**src/rtl/maxnet_pkg.sv**
```systemverilog
// Shared definitions for the Maxnet sequencer, its winner encoder and the datapath.
package maxnet_pkg;

    localparam int NEURONS          = 4;
    localparam int IDX_W            = 2;
    localparam int MAX_ITER_DEFAULT = 15;
    localparam int ITER_W_DEFAULT   = 4;

    typedef enum logic [1:0] {
        S_IDLE = 2'd0,
        S_LOAD = 2'd1,
        S_ITER = 2'd2,
        S_DONE = 2'd3
    } seq_state_e;

endpackage

```
**src/rtl/maxnet_winner_enc.sv**
```systemverilog
// Lowest-set-bit priority encoder: maps the per-neuron active flags to a winner index.
module maxnet_winner_enc #(
    parameter int N = 4,
    parameter int W = 2
) (
    input  logic [N-1:0] active,
    output logic [W-1:0] idx
);

    // Scan from the top down so the lowest set bit is the last assignment to win.
    always_comb begin
        idx = '0;
        for (int i = N - 1; i >= 0; i--) begin
            if (active[i]) idx = W'(i);
        end
    end

endmodule

```
**src/rtl/maxnet_sequencer.sv**
```systemverilog
// Iteration sequencer for the Maxnet datapath: load, inhibition passes, winner/timeout report.
//  state  | meaning
//  S_IDLE | waiting for start, datapath untouched
//  S_LOAD | one cycle writing X inputs into every neuron
//  S_ITER | one inhibition pass per cycle until complete or iteration limit
//  S_DONE | results held until start is released
module maxnet_sequencer
    import maxnet_pkg::*;
#(
    parameter int N_NEURONS = NEURONS,
    parameter int MAX_ITER  = MAX_ITER_DEFAULT,
    parameter int ITER_W    = ITER_W_DEFAULT
) (
    input  logic                 clk,
    input  logic                 rst,
    input  logic                 start,
    input  logic                 complete,
    input  logic [N_NEURONS-1:0] active,
    output logic                 sel,
    output logic [N_NEURONS-1:0] en,
    output logic                 busy,
    output logic                 done,
    output logic                 timeout,
    output logic                 winner_valid,
    output logic [IDX_W-1:0]     winner_idx,
    output logic [ITER_W-1:0]    iter_count
);

    localparam logic [ITER_W-1:0] ITER_LIMIT = ITER_W'(MAX_ITER);

    seq_state_e        state_q;
    logic [ITER_W-1:0] iter_q, iter_d;
    logic              timeout_q;
    logic              winner_valid_q;
    logic [IDX_W-1:0]  winner_idx_q;
    logic [IDX_W-1:0]  enc_idx;
    logic              at_limit;

    maxnet_winner_enc #(
        .N (N_NEURONS),
        .W (IDX_W)
    ) u_winner_enc (
        .active (active),
        .idx    (enc_idx)
    );

    assign at_limit = (iter_q == ITER_LIMIT);
    // Saturate rather than wrap; the limit check normally stops the count first anyway.
    assign iter_d   = at_limit ? iter_q : iter_q + 1'b1;

    always_ff @(posedge clk or negedge rst) begin
        if (!rst) begin
            state_q        <= S_IDLE;
            iter_q         <= '0;
            timeout_q      <= 1'b0;
            winner_valid_q <= 1'b0;
            winner_idx_q   <= '0;
        end else begin
            case (state_q)
                S_IDLE: begin
                    if (start) begin
                        state_q        <= S_LOAD;
                        iter_q         <= '0;
                        timeout_q      <= 1'b0;
                        winner_valid_q <= 1'b0;
                        winner_idx_q   <= '0;
                    end
                end
                S_LOAD: state_q <= S_ITER;
                S_ITER: begin
                    if (complete) begin
                        state_q        <= S_DONE;
                        winner_valid_q <= |active;
                        winner_idx_q   <= enc_idx;
                    end else if (at_limit) begin
                        state_q        <= S_DONE;
                        timeout_q      <= 1'b1;
                        winner_valid_q <= 1'b0;
                    end else begin
                        iter_q <= iter_d;
                    end
                end
                S_DONE: begin
                    if (!start) state_q <= S_IDLE;
                end
                default: state_q <= S_IDLE;
            endcase
        end
    end

    // Mealy controls: enables react to the datapath flags within the same cycle.
    always_comb begin
        sel = 1'b0;
        en  = '0;
        case (state_q)
            S_LOAD: en = '1;
            S_ITER: begin
                sel = 1'b1;
                if (!complete && !at_limit) en = active;
            end
            default: ;
        endcase
    end

    assign busy         = (state_q == S_LOAD) || (state_q == S_ITER);
    assign done         = (state_q == S_DONE);
    assign timeout      = timeout_q;
    assign winner_valid = winner_valid_q;
    assign winner_idx   = winner_idx_q;
    assign iter_count   = iter_q;

endmodule

```
**config.mk**
```make
export PLATFORM = sky130hd
export DESIGN_NAME = maxnet_sequencer
export DESIGN_NICKNAME = d
export VERILOG_FILES = /design/src/rtl/maxnet_pkg.sv /design/src/rtl/maxnet_winner_enc.sv /design/src/rtl/maxnet_sequencer.sv
export SDC_FILE = /design/constraint.sdc
export NUM_CORES = 1
export LEC_CHECK = 0
export BUFFER_PORTS_ARGS = -buffer_cell sky130_fd_sc_hd__buf_2
export CORE_MARGIN = 3
export CORE_UTILIZATION = 43
export DETAILED_ROUTE_END_ITERATION = 6
export GPL_TIMING_DRIVEN = 0
export PLACE_DENSITY = 0.71
export SLEW_MARGIN = 10
export SYNTH_ARGS = -nofsm -noshare
export SYNTH_HDL_FRONTEND = slang
export SYNTH_SLANG_ARGS = --single-unit
```
**constraint.sdc**
```tcl
create_clock -name clk -period 2.2 [get_ports clk]
set_input_delay 0.11 -clock clk [delete_from_list [all_inputs] [get_ports clk]]
set_output_delay 0.11 -clock clk [all_outputs]
set_load 0.005 [all_outputs]
```
==> flow_summary.toml <==
[finish]
multiInputGateArea_sq_um = 419
fin_nets = 114
num-fill-cells = 131
final_core_util = 0.623
seq_area_sq_um = 250
antenna_cells = 0
drive_above_1_share = 0.343
area_delta_synth_final_pct = 25.4

[sta]
postLayoutSetupSlackWorst_ns = 0.250
finalCritPeriodShare = 0.886
tightest_slew_ns = 0.680
hold_viol = 0
drv_slew = 0
setup_tns_ns = 0
setup_viol = 0
rsz0062_at_grt = "no"
relSlewSlack = 0.534
clock.fmax_mhz = 513
min_period_ns = 1.95
clock_skew_ns = 0.00503

[global_routing]
grt_max_degree = 11
grt_pass1_wl_microns = 2580
grt_pass1_vias = 569
antenna_found_initial = 0
gr-total-overflow = 0
grtUsageTotal = 0.176

[power]
vdd_drop_max_uv = 684
power.switching_w = 0.000452
pwr-share-comb = 0.569
seq_power_share = 0.275
power.total_w = 0.00110
p_int_w = 0.000646
clockPowerShare = 0.157
p_per_area_nw_per_um2 = 1260
swShare = 0.412
p_leak_nw = 0.436

[placed_design]
io_buffers = 22
place_ws_ns = 0.403
dpl.hpwl_microns = 1160
gp_congestion = 0.823

[clock_tree]
worstSkewPairLatency_ns = 0.28
cts_tree = "yes"
cts.sinks = 10
cts.clk_slew.worst_paths_ns = 0.07
root_buffer = "clkbuf_4"
cts_buffers = 3
htreeDepth = 1
cts_max_path_buffers = 2

[die]
die_w_microns = 46.2
core_area_sq_um = 1400
row_count = 13
dieHeight_microns = 46.2
dieArea_sq_um = 2140
start_util = 0.497
io_pins = 23

[worst_setup_path]
required_ns = 2.09
critPathArrivalTime_ns = 1.84
start_kind = "flip-flop"
slowest_delay_ns = 0.40
reg2reg_from = "state_q[0]"
worstPathMaxFanout = 10
crit_family = "buffers and inverters"
path_buf_inv = 3
cp-end-kind = "primary output"
crit_slowest_cell = "dfrtp_1"
crit_path_start = "state_q[0]"
path_class = "reg -> out"
path_cells = "inv_1 > ha_1 > nor2b_2 > clkbuf_2 > a31oi_1 > nor2b_1 > buf_2"

[synth]
ys_ff_latch = 10
yosys_warnings = 0
avgSynthCellArea_sq_um = 9.66
syn_area_sq_um = 696
syn_nets = 86
synthCells = 72
async_flop_share = 1.00
seq_area_frac_synth = 0.360
ys.flop_type = "dfrtp_1"
synth_edf_count = 0
synthDistinctLibCells = 28

[routing]
drt_iter0_drc = 11
remaining_drc_errors = 0
drt_first_pass_iters = 4
wl_per_cell_microns = 14.0
viasPerCell = 5.61
wl_microns = 1590
drtAntennaViolNets = 0
vias = 639

[hold_path]
hold_start = "active[1]"
min-delay-path-class = "in -> reg"

[status]
outcome = "complete, no violations"

[flow_run]
maxCapViolations = 0
==> sequential cells by signal, indices dropped and copies added (netlist names) <==
register      flops
winner_valid      1
iter_count        4
state_q           2
timeout           1
winner_idx        2
==> stage by stage <==
stage          area (sq um)  std cells  hold WS (ns)
2_1_floorplan           696         72        -0.186
3_3_place_gp            825        109       -0.0176
3_5_place_dp            825        109       -0.0112
4_1_cts                 871        114        0.0496
5_1_grt                 872        114        0.0713
6_report                872        114        0.0611
==> metal layers <==
metal	global-route usage	part of all wire
met3	0.0469	0.046
met5	0	0
met4	0.102	0.021
met2	0.245	0.43
met1	0.241	0.50
==> cells by family (layout without fill, tap and decap cells) <==
kind of cell / after synthesis / in the layout / share of synthesized area
AND/OR/NAND/NOR: 23 / 23 / 0.212
flip-flops: 10 / 10 / 0.360
adder cells (fa/ha/maj): 6 / 6 / 0.108
multiplexers: 4 / 4 / 0.0665
AO/OA/AOI/OAI: 22 / 22 / 0.216
buffers and inverters: 7 / 34 / 0.0378
==> area by class of cell <==
| class | count | area share |
|---|---|---|
| inverters | 5 | 0.0215 |
| well taps | 15 | 0.0215 |
| flip-flops and latches | 10 | 0.287 |
| clock buffers | 4 | 0.0416 |
| multi-input cells | 55 | 0.481 |
| repair buffers | 23 | 0.138 |
| plain buffers | 2 | 0.0100 |
==> worst register-to-register path, delay by kind of cell (launching register included) <==
family	cells	cell delay, ns
muxes	1	0.62
DFF	1	0.40
adders and majority gates	1	0.24
AOI/OAI and AO/OA	1	0.20
buffers and inverters	1	0.13
and+or+nand+nor	1	0.10
==> power groups by stage <==
stage | Sequential (W) | Clock, W | Combinational (W)
after floorplan | 0.000299 | 0 | 0.000422
after global placement | 0.000301 | 0 | 0.000612
after detailed placement | 0.000306 | 0 | 0.000627
after CTS | 0.000302 | 0.000183 | 0.000630
after global routing | 0.000312 | 0.000187 | 0.000719
final | 0.000302 | 0.000172 | 0.000625
==> cells in the final DEF (no fill, tap or decap), drive strengths merged, types with 2 or more instances in the layout <==
cell,Yosys,final
nand3,6,6
mux2,2,2
o21ai,3,3
nor2b,6,6
nand2b,2,2
a21oi,2,2
o31ai,2,2
o41ai,2,2
mux2i,2,2
clkbuf,2,6
buf,0,22
ha,6,6
nand4,2,2
dfrtp,10,10
inv,5,5
nand2,2,2
a31oi,9,9
==> synthesized netlist by cell type (all sizes together), types with 2 or more instances <==
master   n  area, sq um
a21oi    2         10.0
a31oi    9         56.3
clkbuf   2         7.51
dfrtp   10          250
ha       6         75.1
inv      5         18.8
mux2     2         26.3
mux2i    2         20.0
nand2    2         7.51
nand2b   2         12.5
nand3    6         42.5
nand4    2         12.5
nor2b    6         40.0
o21ai    3         15.0
o31ai    2         15.0
o41ai    2         17.5
==> path summary, 6_finish.rpt <==
kind / slack (ns) / cells past startpoint / to
worst min register to register: 0.49 / 1 / timeout
worst max register to register: 0.40 / 5 / timeout
max in group asynchronous: 1.79 / 2 / winner_valid
min in group asynchronous: 0.22 / 2 / state_q[0]
worst min-delay path: 0.06 / 2 / winner_idx[1]
worst max-delay path: 0.25 / 7 / en[3]
==> timing repair <==
item,4_1_cts,5_1_grt
resized for setup,0,2
hold buffers,1,0
buffers inserted,0,0
hold endpoints to repair,10,0
setup endpoints to repair,0,3
(Power assumes the default switching activity.)
